File: src/rtl/radix2_seq_divider_pkg.sv
// radix2_seq_divider_pkg: FSM state encoding shared by the divider files
package radix2_seq_divider_pkg;
  typedef enum logic [2:0] {IDLE, PREP, ITER, FIX, DONE} state_t;
endpackage

File: src/rtl/radix2_seq_divider_div_nr_step.sv
// div_nr_step: one combinational non-restoring division step on an (N+1)-bit signed partial remainder
module div_nr_step #(
  parameter int N = 32
) (
  input  logic [N:0]   rem_in,
  input  logic [N-1:0] q_in,
  input  logic [N-1:0] divisor,
  output logic [N:0]   rem_out,
  output logic [N-1:0] q_out
);
  logic [N:0] sh;
  // |rem_in| < divisor <= 2^(N-1), so dropping its top bit before the shift loses nothing
  assign sh      = {rem_in[N-1:0], q_in[N-1]};
  assign rem_out = rem_in[N] ? sh + {1'b0, divisor} : sh - {1'b0, divisor};
  assign q_out   = {q_in[N-2:0], ~rem_out[N]};
endmodule

File: src/rtl/radix2_seq_divider.sv
// radix2_seq_divider: signed a/b truncating toward zero, one quotient bit per cycle, valid/ready I/O
module radix2_seq_divider
  import radix2_seq_divider_pkg::*;
#(
  parameter int N = 32
) (
  input  logic         clk,
  input  logic         rst,
  input  logic         in_valid,
  output logic         in_ready,
  input  logic [N-1:0] a,
  input  logic [N-1:0] b,
  output logic         out_valid,
  input  logic         out_ready,
  output logic [N-1:0] quot,
  output logic [N-1:0] rem,
  output logic         div_by_zero,
  output logic         overflow
);
  localparam int CW = $clog2(N) + 1;
  localparam logic [N-1:0] MIN = {1'b1, {(N-1){1'b0}}};
  state_t state, state_n;
  logic [CW-1:0] cnt;
  logic [N-1:0] a_r, b_r, q, dv, q_n, mag;
  logic [N:0] pr, pr_n;
  logic sign_q, sign_r, dz, ov;
  div_nr_step #(.N(N)) u_step (
    .rem_in (pr),
    .q_in   (q),
    .divisor(dv),
    .rem_out(pr_n),
    .q_out  (q_n)
  );
  assign in_ready  = state == IDLE;
  assign out_valid = state == DONE;
  // restore a negative final remainder; the result is below |b| so N bits suffice
  assign mag = pr[N-1:0] + (pr[N] ? dv : '0);
  always_ff @(posedge clk) state <= rst ? IDLE : state_n;
  always_comb begin
    state_n = state;
    case (state)
      IDLE:    state_n = in_valid ? PREP : IDLE;
      PREP:    state_n = ITER;
      ITER:    state_n = (cnt == CW'(N - 1)) ? FIX : ITER;
      FIX:     state_n = DONE;
      DONE:    state_n = out_ready ? IDLE : DONE;
      default: state_n = IDLE;
    endcase
  end
  always_ff @(posedge clk) begin
    if (rst) begin
      cnt <= '0;
      a_r <= '0;
      b_r <= '0;
      q <= '0;
      dv <= '0;
      pr <= '0;
      sign_q <= 1'b0;
      sign_r <= 1'b0;
      dz <= 1'b0;
      ov <= 1'b0;
      quot <= '0;
      rem <= '0;
      div_by_zero <= 1'b0;
      overflow <= 1'b0;
    end else begin
      case (state)
        IDLE: if (in_valid) begin
          a_r <= a;
          b_r <= b;
        end
        PREP: begin
          pr <= '0;
          q <= a_r[N-1] ? -a_r : a_r;
          dv <= b_r[N-1] ? -b_r : b_r;
          sign_q <= a_r[N-1] ^ b_r[N-1];
          sign_r <= a_r[N-1];
          dz <= b_r == '0;
          ov <= (a_r == MIN) && (b_r == '1);
          cnt <= '0;
        end
        ITER: begin
          pr <= pr_n;
          q <= q_n;
          cnt <= cnt + CW'(1);
        end
        FIX: begin
          quot <= dz ? '1 : ov ? MIN : sign_q ? -q : q;
          rem <= dz ? a_r : ov ? '0 : sign_r ? -mag : mag;
          div_by_zero <= dz;
          overflow <= ov;
        end
        default: ;
      endcase
    end
  end
endmodule

File: config.mk
export PLATFORM = sky130hd
export DESIGN_NAME = radix2_seq_divider
export DESIGN_NICKNAME = d
export VERILOG_FILES = /design/src/rtl/radix2_seq_divider_pkg.sv /design/src/rtl/radix2_seq_divider_div_nr_step.sv /design/src/rtl/radix2_seq_divider.sv
export SDC_FILE = /design/constraint.sdc
export NUM_CORES = 1
export LEC_CHECK = 0
export BUFFER_PORTS_ARGS = -buffer_cell sky130_fd_sc_hd__buf_2
export CAP_MARGIN = 20
export CELL_PAD_IN_SITES_DETAIL_PLACEMENT = 0
export CELL_PAD_IN_SITES_GLOBAL_PLACEMENT = 1
export CORE_ASPECT_RATIO = 0.6
export CORE_UTILIZATION = 41
export CTS_CLUSTER_DIAMETER = 80
export DETAILED_ROUTE_END_ITERATION = 8
export PLACE_DENSITY_LB_ADDON = 0.1
export SYNTH_ARGS = -nofsm -noshare
export SYNTH_HDL_FRONTEND = slang
export SYNTH_HIERARCHICAL = 1
export SYNTH_SLANG_ARGS = --single-unit
File: constraint.sdc
create_clock -name clk -period 4.2 [get_ports clk]
set_input_delay 0.21 -clock clk [delete_from_list [all_inputs] [get_ports clk]]
set_output_delay 0.21 -clock clk [all_outputs]
set_load 0.01 [all_outputs]
==> impl_results.md, run 1 <==
* Final antenna-violating net count at 0
* Wirelength per Cell at roughly 21 µm
* Proportion of synthesized flip-flops having asynchronous set or reset at 0
* Full die area at 0.0412 mm²
* Per-cell via count in the routed design at between 5 and 6
* Core region area at 0.0394 mm²
* Routed via count at 16900
* Fraction of post-synthesis cell area in the top cell type by area at 0.290
* Cell Chain, Critical Path: buf_4 -> and2_1 -> ha_1 -> a21oi_1 -> o21ai_0 -> a21oi_1 -> o21ai_2 -> a21oi_1 -> xnor2_1 -> or2_2 -> or4_4 -> or4b_1 -> nand3_1
* Pre-CTS setup slack at between 0.05 and 0.06 ns
* Critical setup path kind: flip-flop to flip-flop
* Core utilization of the finished layout at 0.510
* Worst setup skew after layout at between 0.01 and 0.015 ns
* Number of placed cells counting well taps at ~2800
* Critical Path End Type: flip-flop
* Top cells by area in the synthesized netlist: sky130_fd_sc_hd__dfxtp_1, sky130_fd_sc_hd__nand2_1, sky130_fd_sc_hd__a21oi_1, sky130_fd_sc_hd__nor2_1, sky130_fd_sc_hd__xor2_1
* Warnings, synthesis at 6
* Average cell area after synthesis at ~7.6 µm²
* Placement-stage cell area at around 0.018 mm²
* CP Data Arrival Time at ~4.5 ns
* Number of antenna violations at the first check in global routing at 2
* Number of buffers on the longest clock path at 3
* DRC violations left at 4
* Number of violations reported at the end of detailed-routing iteration 0 at ~1800
* Beginning of the worst hold path: rst
* Net total in the final layout at roughly 2500
* FP Rows at 56
* Element type at the critical path start: flip-flop
* R2R setup slack at 0.17 ns
* Worst hold endpoint: pr[0]
* Total routing usage reported by global routing at 0.291
* Worst supply voltage drop on vdd at about 0.27 mV
* Worst reg2reg path endpoint: rem[31]
* Fraction of final layout cells sized beyond drive strength 1 at 0.171
* Count leader, synth: sky130_fd_sc_hd__nand2_1
* Maximum level of the CTS H-tree at 1
* Library cell used as clock root buffer: sky130_fd_sc_hd__clkbuf_16
* Number of clock sinks at 240
* Ant. Diodes at 0
* Effective utilization at floorplan at 0.420
* Endpoints failing hold at 0
* Max stage delay cell, worst path: sky130_fd_sc_hd__o21ai_0
* Number of synthesized flops with an enable pin at 0
* Filler cell count at slightly below 4000
* Number of distinct library cells after synthesis at 101
* Hold Crit Depth at 2
* Start of the worst register-to-register path: pr[32]
* Most used flip-flop cell after synthesis: sky130_fd_sc_hd__dfxtp_1
* Min Clock Period, post-route at between 4 and 5 ns
* Finished Layout Cells at 2937
* Clk_lat worst skew at between 0.5 and 0.6 ns
* Most common cell on crit path: sky130_fd_sc_hd__a21oi_1
* Power consumption at 9.20 mW
* Total negative setup slack at 0 ns
* Library cell with the largest summed area after synthesis: sky130_fd_sc_hd__dfxtp_1
* Commonest cells post-synth: sky130_fd_sc_hd__nand2_1, sky130_fd_sc_hd__nor2_1, sky130_fd_sc_hd__dfxtp_1
* Violated checks: DRC
* Area added between synthesis and finish at 21.3%
* Slowest cell delay on critical path at between 0.6 and 0.7 ns
* Global route total overflow at 0
* I/O pin cnt at 136
* Maximum number of pins on one net before global-route repair at around 130
* Logic depth of the worst register-to-register path at 13
* Relative slew slack at 0.258
* Result of the run: finished with violations
* Fmax at ~250 MHz
* Maxcap violations at 0
* Flops & latches, synth at 240
* Horiz. Die Dim at about 260 µm
* Vertical extent of the die at roughly 160 µm
* Maximum net fanout on the critical path at 22
* Sequential cell area fraction in the yosys report at 0.290
* Critical Path RT at around 4.7 ns
* Number of nets in the synthesized netlist at 2321
* Power density over the cells at approximately 460 mW/mm²
* Reg clk slew, reported paths at around 0.06 ns
* Wire length after detailed routing at 60700 µm
* Number of setup buffers added after CTS at 0
* CTS tree: done
* Worst min path class: input port to flip-flop
* Global-route wire length before repair at about 92000 µm
* Post-route clock period utilization at 0.960
* Number of port buffers at 135
* Design area at 0.0201 mm²
* Hold Worst Slack at about 0.20 ns
* Global placer's final weighted congestion at between 0.9 and 1
* Post-synthesis cell area at between 0.015 and 0.02 mm²
* Via count of the first global-routing pass at 15100
* Leakage power at between 8 and 9 nW
* Final Setup Violations at 0
* Initial DRT Pass Iterations at 8
* Final setup margin at 0.167 ns
* Detail Placement HPWL at approximately 47000 µm
* Syn Inst Count at about 2200
* Number of buffers created by CTS at 27
* Measured slew at the worst slew-check pin at between 1 and 1.5 ns
* Max Transition Viols Final at 0
what timing repair did:
item                                    CTS  global route
endpoints found under the setup margin    0            20
hold buffers                             65             0
hold endpoints to repair                 65             0
gates resized for setup                   0            28
report_power, final:
part           switching (mW)  leakage (nW)  internal [mW]  total (mW)
Combinational            2.31          5.91           1.72        4.03
Sequential              0.256          1.95           2.44        2.69
Clock                    1.04         0.435           1.44        2.48
cell families (layout without fill, tap and decap cells):
logic type / after synthesis / in the layout / share of synthesized area
multiplexers: 9 / 9 / 0.00560
buffers and inverters: 213 / 448 / 0.0566
AO/OA/AOI/OAI: 612 / 612 / 0.247
XOR/XNOR: 193 / 193 / 0.104
adder cells (fa/ha/maj): 73 / 73 / 0.0561
AND/OR/NAND/NOR: 840 / 840 / 0.240
flip-flops: 240 / 240 / 0.290
per-layer routing:
metal  part of all wire  vias up  track usage  wire [µm]
li1                   -     8230            -          -
met1               0.54     8004        0.496      32900
met2               0.34      647        0.346      20800
met3               0.11       42       0.0738       6430
met4             0.0089        0       0.0316        539
met5                  0        -            0          0
worst max path at each step:
stage	startpoint	end	slack (ns)	cells after the start
after floorplan	pr[32]	rem[28]	0.20	15
after global placement	pr[32]	rem[29]	0.05	15
after detailed placement	pr[32]	rem[29]	0.05	14
after CTS	pr[32]	rem[29]	0.002	14
after global routing	dv[0]	pr[29]	-0.01	21
final	pr[32]	rem[31]	0.17	13
layout by cell type, fill, tap and decap left out, types with 49 or more instances in the layout:
master	count
sky130_fd_sc_hd__buf_4	163
sky130_fd_sc_hd__buf_2	134
sky130_fd_sc_hd__nand3_1	49
sky130_fd_sc_hd__ha_1	71
sky130_fd_sc_hd__nand2_1	285
sky130_fd_sc_hd__xor2_1	105
sky130_fd_sc_hd__dfxtp_1	239
sky130_fd_sc_hd__o21ai_0	51
sky130_fd_sc_hd__a211oi_1	70
sky130_fd_sc_hd__dlygate4sd3_1	65
sky130_fd_sc_hd__a21oi_1	203
sky130_fd_sc_hd__xnor2_1	85
sky130_fd_sc_hd__nor2_1	253
worst max-delay path, delay by kind of cell, from the launching register on:
kind	cells	cell delay (ns)
adder cells (fa/ha/maj)	1	0.44
buffers and inverters	1	0.21
AND/OR/NAND/NOR	5	1.56
AO/OA/AOI/OAI	5	1.23
flip-flops	1	0.37
XOR/XNOR	1	0.15
flip-flops by register name (all words and copies together) (netlist names):
| signal | cells |
|---|---|
| state | 3 |
| q | 32 |
| pr | 33 |
| div_by_zero | 1 |
| a_r | 32 |
| sign_q | 1 |
| dv | 32 |
| overflow | 1 |
| dz | 1 |
| rem | 32 |
| sign_r | 1 |
| cnt | 6 |
| b_r | 32 |
| quot | 32 |
| ov | 1 |
cell type report:
cell class | instances | area (µm²) | share of cell area
clock buffers | 42 | 802 | 0.0400
multi-input cells | 1727 | 11000 | 0.546
flip-flops and latches | 240 | 4810 | 0.240
repair buffers | 366 | 2620 | 0.130
clock inverters | 6 | 104 | 0.00518
inverters | 34 | 128 | 0.00636
well taps | 522 | 653 | 0.0326
(Power assumes the default switching activity.)
==> run 2, diff against run 1 <==
--- a/config.mk
+++ b/config.mk
@@ -14,6 +14,7 @@
 export CTS_CLUSTER_DIAMETER = 80
 export DETAILED_ROUTE_END_ITERATION = 8
 export PLACE_DENSITY_LB_ADDON = 0.1
+export REMOVE_ABC_BUFFERS = 1
 export SYNTH_ARGS = -nofsm -noshare
 export SYNTH_HDL_FRONTEND = slang
 export SYNTH_HIERARCHICAL = 1
==> impl_results.md, run 2 (synthesized netlist as in run 1, its figures left out) <==
* Result of the run: finished, final reports clean
* Initial DRT Pass Iterations at 7 (-1)
* Number of port buffers at 135 (unchanged)
* Final setup margin at 0.0622 ns (-0.105 ns)
* Number of buffers on the longest clock path at 3 (unchanged)
* Wire length after detailed routing at 55200 µm (-9.1%)
* Fraction of final layout cells sized beyond drive strength 1 at 0.160 (-0.0115)
* Critical setup path kind: flip-flop to flip-flop
* Via count of the first global-routing pass at 14700 (-2.0%)
* Most frequent standard cell in the layout excluding fill and tap cells: sky130_fd_sc_hd__nand2_1
* FP Rows at 56 (unchanged)
* Power consumption at 9.01 mW (-2.1%)
* Final Setup Violations at 0 (unchanged)
* Vertical extent of the die at 158 µm (unchanged)
* Most frequent cells in the layout: sky130_fd_sc_hd__nand2_1, sky130_fd_sc_hd__nor2_1, sky130_fd_sc_hd__dfxtp_1, sky130_fd_sc_hd__a21oi_1, sky130_fd_sc_hd__buf_2
* Post-route clock period utilization at 0.985 (+0.0250)
* Largest register by flop count: pr
* Core region area at 0.0394 mm² (unchanged)
* Ant. Diodes at 0 (unchanged)
* Global-route wire length before repair at 86200 µm (-6.6%)
* Min Clock Period, post-route at 4.14 ns (+0.105 ns)
* Worst supply voltage drop on vdd at 0.259 mV (-2.9%)
* Full die area at 0.0412 mm² (unchanged)
* Reg clk slew, reported paths at 0.07 ns (about the same)
* Wirelength per Cell at 19.0 µm (-8.1%)
* Power density over the cells at 457 mW/mm² (-0.46%)
* Max Transition Viols Final at 0 (unchanged)
* Maximum number of pins on one net before global-route repair at 153 (+15%)
* Clk_lat worst skew at 0.57 ns (about the same)
* Core utilization of the finished layout at 0.501 (-0.00848)
* Net total in the final layout at 2503 (-1.3%)
* Maxcap violations at 0 (unchanged)
* Maximum level of the CTS H-tree at 1 (unchanged)
* Number of antenna violations at the first check in global routing at 1 (-1)
* Effective utilization at floorplan at 0.420 (unchanged)
* CP Data Arrival Time at 4.59 ns (+0.05 ns)
* DRC violations left at 0 (-4)
* Cell internal pwr at 5.43 mW (-3.0%)
* Hold Crit Depth at 2 (unchanged)
* Number of setup buffers added after CTS at 0 (unchanged)
* Hold Worst Slack at 0.220 ns (+0.0199 ns)
* Library cell used as clock root buffer: sky130_fd_sc_hd__clkbuf_16
* Total routing usage reported by global routing at 0.265 (-0.0254)
* Psw at 3.58 mW (-0.75%)
* Pre-CTS setup slack at -0.0828 ns (-0.137 ns)
* Element type at the critical path start: flip-flop
* Area added between synthesis and finish at 19.3%
* Number of violations reported at the end of detailed-routing iteration 0 at 1357 (-26%)
* Fmax at 242 MHz (-2.5%)
* Maximum net fanout on the critical path at 5 (-77%)
* Logic depth of the worst register-to-register path at 13 (unchanged)
* Routed via count at 16400 (-2.9%)
* Horiz. Die Dim at 261 µm (unchanged)
* Number of buffers created by CTS at 27 (unchanged)
* Worst min path class: input port to flip-flop
* Filler cell count at 4028 (+2.0%)
* Max reg flops at 33 (unchanged)
* Critical Path RT at 4.65 ns (-0.06 ns)
* Part of the power in combinational logic at 0.433 (-0.005)
* Critical Path End Type: flip-flop
* Number of clock sinks at 240 (unchanged)
* I/O pin cnt at 136 (unchanged)
* Final antenna-violating net count at 0 (unchanged)
* Global placer's final weighted congestion at 0.967 (+0.76%)
* Per-cell via count in the routed design at 5.66 (-1.8%)
* Detail Placement HPWL at 41600 µm (-11%)
* CTS tree: done
* Share of total power consumed by net switching at 0.397 (+0.00546)
* Sequential fraction of design power at 0.299 (+0.006)
* Global route total overflow at 0 (unchanged)
* Relative slew slack at 0.349 (+0.0915)
* Leakage power at 8.12 nW (-2.2%)
* Worst setup skew after layout at 0.0191 ns (+0.00837 ns)
* Clock Power Share at 0.267 (-0.002)
* Endpoints failing hold at 0 (unchanged)
* Measured slew at the worst slew-check pin at 0.976 ns (-0.137 ns)
## run 2: path summary, 6_finish.rpt
check | startpoint | endpoint | slack, ns
setup / recovery | dv[2] | rem[28] | 0.06
hold reg to reg | div_by_zero | div_by_zero | 0.45
setup reg to reg | dv[2] | rem[28] | 0.06
hold / removal | rst | q[31] | 0.22
## run 2: layout make-up
type                       count  area (µm²)  share of cell area
clock buffer                  35         756              0.0383
multi-input combinational   1727       10900               0.553
inverter                      34         128             0.00647
clock inverter                14         120             0.00609
tap                          522         653              0.0331
timing repair buffer         332        2340               0.119
sequential                   240        4810               0.244
## run 2: per-layer routing
metal  vias up  track usage  wire [µm]
li1       8154            -          -
met1      7798        0.438      30400
met2       430        0.346      20400
met3        52       0.0418       3420
met4         0       0.0479        944
met5         -            0          0
## run 2: metrics by stage
step	instances	TNS [ns]	cell area [µm²]
2_1_floorplan	2001	-479.58	15700
3_3_place_gp	2790	-0.0249	18100
3_5_place_dp	2790	-0.170	18100
4_1_cts	2904	0	19600
5_1_grt	2904	-0.00133	19700
6_report	2904	0	19700
## run 2: what timing repair did
action / in CTS / in global routing
endpoints found under the hold margin: 65 / 0
gates resized for setup: 2 / 17
pin swaps: 0 / 4
setup endpoints to repair: 3 / 13
hold buffers: 65 / 0
## run 2: worst max-delay path: stages, from the launching register on
cell,delay (ns)
sky130_fd_sc_hd__dfxtp_1,0.56
sky130_fd_sc_hd__buf_4,0.22
sky130_fd_sc_hd__and2_1,0.15
sky130_fd_sc_hd__ha_1,0.24
sky130_fd_sc_hd__a21o_1,0.24
sky130_fd_sc_hd__a211o_4,0.37
sky130_fd_sc_hd__o2bb2ai_2,0.17
sky130_fd_sc_hd__or3_1,0.35
sky130_fd_sc_hd__a221o_1,0.41
sky130_fd_sc_hd__or2_4,0.30
sky130_fd_sc_hd__or4_4,0.58
sky130_fd_sc_hd__nor4_4,0.19
sky130_fd_sc_hd__nor3_1,0.08
sky130_fd_sc_hd__nand3b_1,0.17
## run 2: power by group through the flow
stage	sequential [mW]	combinational (mW)	clock (mW)
finish	2.70	3.90	2.41
global route	2.72	4.26	2.57
CTS	2.69	3.78	2.46
detailed placement	2.74	3.70	0
global placement	2.73	3.69	0
floorplan	2.67	2.45	0
